**src/rtl/nibble_serial_add_ctrl.sv**
```systemverilog
// ============================================================================
//  Module  : nibble_serial_add_ctrl (with helper four_bit_adder)
//  Purpose : WIDTH-bit add computed one nibble per clock through a single
//            4-bit adder, with valid/ready handshakes on both sides.
//            Optional macro NIBBLE_ADD_SUB_EN adds a subtract request port.
//  Revision: 1.0  initial release
// ============================================================================
`default_nettype none

module four_bit_adder (
    input  logic [3:0] i_a,
    input  logic [3:0] i_b,
    input  logic       i_cin,
    output logic [3:0] o_sum,
    output logic       o_cout
);
    assign {o_cout, o_sum} = {1'b0, i_a} + {1'b0, i_b} + {4'b0000, i_cin};
endmodule

module nibble_serial_add_ctrl #(
    parameter int NIBBLES = 4
) (
    input  logic                   clk,
    input  logic                   reset,
    input  logic                   in_valid,
    output logic                   in_ready,
    input  logic [0:4*NIBBLES-1]   a,
    input  logic [0:4*NIBBLES-1]   b,
    input  logic                   carry_in,
`ifdef NIBBLE_ADD_SUB_EN
    input  logic                   sub,
`endif
    output logic                   out_valid,
    input  logic                   out_ready,
    output logic [0:4*NIBBLES-1]   sum,
    output logic                   carry_out,
    output logic                   busy
);
    localparam int WIDTH = 4 * NIBBLES;
    localparam int IDXW  = (NIBBLES > 1) ? $clog2(NIBBLES) : 1;
    localparam logic [IDXW-1:0] c_LAST = IDXW'(NIBBLES - 1);

    typedef enum logic [1:0] {
        S_IDLE = 2'd0,
        S_RUN  = 2'd1,
        S_DONE = 2'd2
    } state_t;

    state_t            r_state;
    state_t            w_state_next;
    logic [WIDTH-1:0]  r_a;
    logic [WIDTH-1:0]  r_b;
    logic [WIDTH-1:0]  r_sum;
    logic              r_cy;
    logic              r_co;
    logic [IDXW-1:0]   r_idx;

    logic [WIDTH-1:0]  w_a;
    logic [WIDTH-1:0]  w_b;
    logic [WIDTH-1:0]  w_b_load;
    logic              w_cy_load;
    logic [3:0]        w_nib_sum;
    logic              w_nib_cout;
    logic              w_accept;
    logic              w_last;

    // Ports use ascending ranges with index 0 as LSB; internals are descending.
    for (genvar i = 0; i < WIDTH; i++) begin : g_bitmap
        assign w_a[i] = a[i];
        assign w_b[i] = b[i];
        assign sum[i] = r_sum[i];
    end

`ifdef NIBBLE_ADD_SUB_EN
    assign w_b_load  = sub ? ~w_b : w_b;
    assign w_cy_load = sub | carry_in;
`else
    assign w_b_load  = w_b;
    assign w_cy_load = carry_in;
`endif

    four_bit_adder u_add (
        .i_a    (r_a[{r_idx, 2'b00} +: 4]),
        .i_b    (r_b[{r_idx, 2'b00} +: 4]),
        .i_cin  (r_cy),
        .o_sum  (w_nib_sum),
        .o_cout (w_nib_cout)
    );

    assign w_accept  = (r_state == S_IDLE) && in_valid;
    assign w_last    = (r_state == S_RUN) && (r_idx == c_LAST);
    assign carry_out = r_co;

    always_ff @(posedge clk) begin
        if (reset) r_state <= S_IDLE;
        else       r_state <= w_state_next;
    end

    always_comb begin
        w_state_next = r_state;
        in_ready     = 1'b0;
        out_valid    = 1'b0;
        busy         = 1'b0;
        case (r_state)
            S_IDLE: begin
                in_ready = 1'b1;
                if (in_valid) w_state_next = S_RUN;
            end
            S_RUN: begin
                busy = 1'b1;
                if (r_idx == c_LAST) w_state_next = S_DONE;
            end
            S_DONE: begin
                busy      = 1'b1;
                out_valid = 1'b1;
                if (out_ready) w_state_next = S_IDLE;
            end
            default: w_state_next = S_IDLE;
        endcase
    end

    always_ff @(posedge clk) begin
        if (reset) begin
            r_a   <= '0;
            r_b   <= '0;
            r_sum <= '0;
            r_cy  <= 1'b0;
            r_co  <= 1'b0;
            r_idx <= '0;
        end else begin
            if (w_accept) begin
                r_a   <= w_a;
                r_b   <= w_b_load;
                r_cy  <= w_cy_load;
                r_idx <= '0;
            end
            if (r_state == S_RUN) begin
                r_sum[{r_idx, 2'b00} +: 4] <= w_nib_sum;
                r_cy  <= w_nib_cout;
                r_idx <= w_last ? '0 : r_idx + 1'b1;
                if (w_last) r_co <= w_nib_cout;
            end
        end
    end
endmodule

`default_nettype wire
```
**config.mk**
```make
export PLATFORM = sky130hd
export DESIGN_NAME = nibble_serial_add_ctrl
export DESIGN_NICKNAME = d
export VERILOG_FILES = /design/src/rtl/nibble_serial_add_ctrl.sv
export SDC_FILE = /design/constraint.sdc
export NUM_CORES = 1
export LEC_CHECK = 0
export ABC_AREA = 1
export CORE_MARGIN = 2
export CORE_UTILIZATION = 50
export DETAILED_ROUTE_END_ITERATION = 8
export MAX_ROUTING_LAYER = met4
export PLACE_DENSITY = 0.84
export SLEW_MARGIN = 20
export SYNTH_ARGS = -nofsm -noshare
export SYNTH_HDL_FRONTEND = slang
export SYNTH_SLANG_ARGS = --single-unit
```
**constraint.sdc**
```tcl
create_clock -name clk -period 3 [get_ports clk]
set_input_delay 0.6 -clock clk [delete_from_list [all_inputs] [get_ports clk]]
set_output_delay 0.6 -clock clk [all_outputs]
set_load 0.02 [all_outputs]
```
# Yosys cells after proc, flatten, opt, wreduce, memory -nomap -nowiden
# Index checks and enable logic that the tools add are counted.
[op_classes] n_eq_ne=6 addsub=4 mux=13 n_div=0 magnitude_cmp=0 n_reduce_logical=7 n_mul=0 n_shift=4 bitwise_logic=0
[ops] op="16-bit by 5-bit indexed part select with 4-bit output" n=2
[ops] op="16-bit bitwise mux" n=1
[ops] op="4-bit by 6-bit variable shift with 16-bit output, first input constant" n=1
[ops] op="4-bit by 6-bit indexed part select with 16-bit output" n=1
[ops] op="2-bit 2-to-1 mux" n=6
[ops] op="2-bit != test, second input constant" n=3
[ops] op="4-bit negator with 6-bit output" n=1
[ops] op="2-bit one-hot mux with 3 select lines" n=1
[ops] op="4-bit by 4-bit adder with 5-bit output" n=1
[ops] op="5-bit by 1-bit adder with 5-bit output" n=1
[ops] op="1-bit 2-to-1 mux" n=5
[ops] op="2-bit == test, second input constant" n=2
[ops] op="3-bit AND reduction" n=1
[ops] op="2-bit by 1-bit adder with 2-bit output, second input constant" n=1
[ops] op="2-bit by 1-bit == test with 1-bit output, second input constant" n=1
[ops] op="1-bit logical AND" n=2
[ops] op="2-bit logical NOT" n=1
[ops] op="2-bit AND reduction" n=1
[ops] op="2-bit nonzero test" n=1
[ops] op="2-bit OR reduction" n=1
[word_totals] wordCells=41 latch_bits=0 mem_bits_rw=0 n_memories=0 reg_bits=54 mem_bits_ro=0 out_inout_bits=20 inputBits=37

# Depth between registers and ports, before layout
[depth] depth_word=5 ltp_mapped=11 mapped_depth_nobuf=10

# Hierarchy
# A second synthesis with hierarchy kept.
[hier_totals] cells_unflattened=360 area_unflattened_um2=2595.0
[by_module_without_submodules] module="nibble_serial_add_ctrl" area_per_inst_um2=2429.8 cells_each=335 instances=1 seq_area_each_um2=1081.0
[by_module_without_submodules] module="four_bit_adder" area_per_inst_um2=165.2 cells_each=25 instances=1 seq_area_each_um2=0.0

# Worst setup path before layout
# Ideal clock, no wire load.
[synth_path] path_type="register -> register" start="register r_idx[1]" end="register r_sum[14]" t_arrival_ns=2.285 n_path_buf=1 setup_ns=0.067 stages_incl_launch_ff=12 period_less_slack_ns=2.352 required_time_ns=2.933 path_slack_ns=0.648 cell_sequence="dfxtp_1 > clkbuf_1 > inv_1 > o21ai_0 > o22ai_1 > fa_1 > fa_1 > xor2_1 > nand2_1 > nor2_2 > nand2_1 > a21oi_2"
[synth_via] elab_chain_len=5 word_cells_on_any_way=8 cone_classes="add/sub: 3; shift: 4; mux: 1"
[synth_lines] item="from (decl)" line="56" text="logic [IDXW-1:0] r_idx;"
[synth_lines] item="from (signal assigned)" line="140" text="r_idx <= w_last ? '0 : r_idx + 1'b1;"
[synth_lines] item="16-bit by 5-bit indexed part select with 4-bit output (on tied branches)" line="83, 84"
[synth_lines] item="4-bit by 4-bit adder with 5-bit output" line="17" text="assign {o_cout, o_sum} = {1'b0, i_a} + {1'b0, i_b} + {4'b0000, i_cin};"
[synth_lines] item="5-bit by 1-bit adder with 5-bit output" line="17"
[synth_lines] item="4-bit by 6-bit indexed part select with 16-bit output" line="138" text="r_sum[{r_idx, 2'b00} +: 4] <= w_nib_sum;"
[synth_lines] item="16-bit bitwise mux *" line="138"
[synth_lines] item="to (signal, indexed assignment)" line="138"
[synth_lines] item="to (decl)" line="53" text="logic [WIDTH-1:0] r_sum;"
# Mark *: on every way between the ends. The rest lies on a longest branch, timed or not.
# A chain may end at the register's enable or synchronous reset.

# Worst setup path in the final report
[layout_path] start="register r_idx[0]" end="register r_sum[14]"
# Same word-level chain as after synthesis.

==> reports/metrics.sh <==
SYNTH_LARGEST_AREA_CELL='sky130_fd_sc_hd__dfxtp_1'
MAX_CAP_VIOLATIONS=0
TOTALPOWERFINAL_mW=2.68
PORT_BUFFERS=56
MULTIINPUTGATEAREA_UM2=1260
CTS_MAX_LEVEL=2
CP.ARRIVAL_NS=2.98
DIE_Y_UM=74.7
FIRST_GLOBAL_VIAS=2196
FINALCOREUTILIZATION_PCT=67.1
OUTCOME='complete, no violations'
YS.WARNINGS.COUNT=0
POST-ROUTE-PERIOD-UTIL_PCT=91.3
FIRST_PASS_GRT_WIRE_LENGTH_MM=9.43
STARTPOINT_TYPE='register'
HP-CLASS='reg2reg'
NETLIST-CELL-TYPE-COUNT=29
PLACE_AREA_UM2=3070
LEAKAGEPOWER_nW=1.21
POST_CTS_BUFFERS=0
YOSYSTOPAREACELLSHARE_PCT=43.2
CRITPATHKIND='reg2reg'
DPL.HPWL_MM=4.01
AVGSYNTHCELLAREA_UM2=7.67
FIN_HOLD_WS_NS=0.472
WORST_SLEW_PIN_SLEW_NS=0.634
ROUTED_WIRELENGTH_MM=5.51
IR_DROP_mV=0.361
GLOBAL_ROUTE.OVERFLOW_TOTAL=0
FINAL-SEQ-AREA_UM2=1080
ANTENNA_CELLS=0
WORSTPATHMAXFANOUT=24
ROUTED_VIA_DENSITY=5.07
LEADING_POST_SYNTHESIS_CELLS_BY_CELL_AREA='sky130_fd_sc_hd__dfxtp_1 (43%), sky130_fd_sc_hd__nand2_1 (15%), sky130_fd_sc_hd__a21oi_1 (9.0%)'
GR-USAGE-ALL-LAYERS_PCT=22.1
CLOCKBUFFERDEPTH=2
POST-ROUTE-MIN-PERIOD_NS=2.74
FP-ROW-COUNT=25
LARGEST_NET_DEGREE_AT_THE_START_OF_GLOBAL_ROUTING=36
YOSYS_REGISTER_BITS=54
CLK_TRANSITION_REPORTED_PATHS_NS=0.09
SYNTHESIS.INSTANCES=326
CRIT_CHAIN='inv_2 -> o21ai_0 -> o22ai_1 -> fa_1 -> fa_1 -> xor2_1 -> nand2_1 -> nor2_2 -> nand2_1 -> a21oi_2'
CTSRESIZECOUNT=0
FIRST_ITER_VIOLATIONS=91
CRITICAL_PATH.TOP_DELAY_FAMILY='adder cells'
CTS_SINKS=54
DRIVE_ABOVE_1_SHARE_PCT=8.51
DIEAREA_UM2=5580
CLOCK-ROOT-BUFFER='sky130_fd_sc_hd__clkbuf_8'
WL_PER_CELL_UM=12.4
TIMING.CRITICAL_PATH.SLOWEST_CELL_DELAY_NS=0.59
ENDPOINT_KIND='register'
DIE_W_UM=74.7
VIAS=2246
CTS_MADE_BUFFERS=5
DRCVIOLATIONCOUNT=0
SEQ_AREA_FRAC_SYNTH_PCT=43.2
POWERDENSITY_nW_PER_UM2=835
IO_PINS=57
FINAL_AREA_UM2=3210
FINAL_NUMBER_OF_HOLD_VIOLATING_ENDPOINTS=0
CORE_AREA_UM2=4790
FINAL.FILL_COUNT=397
ANTENNA_VIOLATION_NET_COUNT_AFTER_DETAILED_ROUTING=0
INSERTION_DELAY_NS=0.31
FINAL_WEIGHTED_CONGESTION_OF_ROUTABILITY_DRIVEN_GLOBAL_PLACEMENT=0.909
GRT_SETUP_UNREPAIRED='no'
SETUP_VIOL=0
MAX_FREQ_MHz=365
DR.PASS1.ITERS=4
LAYOUT-AREA-OVERHEAD-VS-SYNTH_PCT=28.4
LAYOUT_NETS=426
NETLIST_AREA_UM2=2500
GRT_ANTENNA_BEFORE_REPAIR=0
SLEW_LIMIT_HEADROOM_PCT=57.7
FINAL.SETUP.TNS_NS=0
CRIT_BUF_INV=1
CTS.HOLD.BUFFERS_ADDED=0
POST_SYN_NETS=377
REQUIRED_NS=3.24
TIMING.CRITICAL_PATH.SLOWEST_STAGE_CELL='sky130_fd_sc_hd__dfxtp_1'
SLEW_VIOLATIONS=0
TIMING.CLOCK.SKEW_NS=0.00560
INITIAL_CORE_UTILIZATION_PCT=52.3
CLOCK_TREE_FROM_TRITONCTS='done'
[routing by layer]
layer / vias up / GRT usage [%] / part of all wire, % / routed length [um]
met5: - / - / 0 / 0
met4: 0 / 5.36 / 1.2 / 65
met3: 8 / 3.61 / 4.4 / 244
met2: 61 / 39.6 / 50 / 2730
met1: 1008 / 25.9 / 45 / 2470
li1: 1169 / - / - / -
[Yosys cell counts (all sizes together)]
cell      n
nor3b     2
nand4     3
o21bai    1
a31oi     1
nor3      1
xor2      1
fa        2
nand2   100
nand3     7
o22ai     8
inv      15
a22oi     4
ha       12
nor2     30
o221ai    1
a211oi    1
o21ai    17
dfxtp    54
nor4      1
a21oi    47
buf      16
clkbuf    2
[flip-flops by register name (all words and copies together), names as in the netlist]
register,count
r_cy,1
r_a,16
carry_out,1
r_state,2
r_idx,2
r_sum,16
r_b,16
[report_power, final]
part | internal (mW) | leakage [nW] | switching, mW | total, mW
combinational | 0.444 | 0.699 | 0.729 | 1.17
sequential | 0.831 | 0.440 | 0.0883 | 0.919
clock | 0.356 | 0.0714 | 0.232 | 0.588
[path summary, 6_finish.rpt]
path | from | end | slack [ns] | cells after the start
max reg2reg | r_idx[0] | r_sum[14] | 0.26 | 10
min | r_b[6] | r_b[6] | 0.47 | 2
min reg2reg | r_b[6] | r_b[6] | 0.47 | 2
max | r_idx[0] | r_sum[14] | 0.26 | 10
[final cells by class]
cell class | instances | area share, %
Multi-Input combinational cell | 239 | 39.3
Sequential cell | 54 | 33.7
Timing Repair Buffer | 60 | 18.2
Tap cell | 67 | 2.61
Clock buffer | 6 | 2.57
Clock inverter | 2 | 1.87
Inverter | 15 | 1.75
[placed cells by master, fill, tap and decap left out, types with 3 or more instances in the layout]
master                            count
sky130_fd_sc_hd__nand2_1             98
sky130_fd_sc_hd__clkdlybuf4s50_1     55
sky130_fd_sc_hd__dfxtp_1             54
sky130_fd_sc_hd__a21oi_1             45
sky130_fd_sc_hd__nor2_1              26
sky130_fd_sc_hd__o21ai_0             17
sky130_fd_sc_hd__ha_1                12
sky130_fd_sc_hd__inv_1                9
sky130_fd_sc_hd__o22ai_1              8
sky130_fd_sc_hd__nand3_1              7
sky130_fd_sc_hd__inv_2                6
sky130_fd_sc_hd__clkbuf_8             6
sky130_fd_sc_hd__nor2_2               4
sky130_fd_sc_hd__a22oi_1              4
sky130_fd_sc_hd__buf_4                4
sky130_fd_sc_hd__nand4_1              3
[per-stage QoR]
| step | worst slack (ns) | std cells |
|---|---|---|
| finish | 0.260 | 443 |
| global route | 0.00485 | 443 |
| CTS | 0.258 | 443 |
| detailed placement | 0.314 | 435 |
| global placement | 0.397 | 435 |
| floorplan | 0.648 | 326 |
[worst register-to-register path, cell delays in order (launching register included)]
cell,delay [ns]
sky130_fd_sc_hd__dfxtp_1,0.59
sky130_fd_sc_hd__inv_2,0.27
sky130_fd_sc_hd__o21ai_0,0.21
sky130_fd_sc_hd__o22ai_1,0.11
sky130_fd_sc_hd__fa_1,0.44
sky130_fd_sc_hd__fa_1,0.43
sky130_fd_sc_hd__xor2_1,0.24
sky130_fd_sc_hd__nand2_1,0.10
sky130_fd_sc_hd__nor2_2,0.11
sky130_fd_sc_hd__nand2_1,0.07
sky130_fd_sc_hd__a21oi_2,0.11
[kinds of logic (layout without fill, tap and decap cells)]
logic type / count (synthesis) / after routing / synth area share (%)
adders and majority gates: 14 / 14 / 7.60
buffers and inverters: 33 / 83 / 6.30
xor gates and xnor gates: 1 / 1 / 0.350
AOI/OAI and AO/OA: 80 / 80 / 17.8
DFF: 54 / 54 / 43.2
and+or+nand+nor: 144 / 144 / 24.8
No activity file was read; power rests on OpenSTA's default activity.
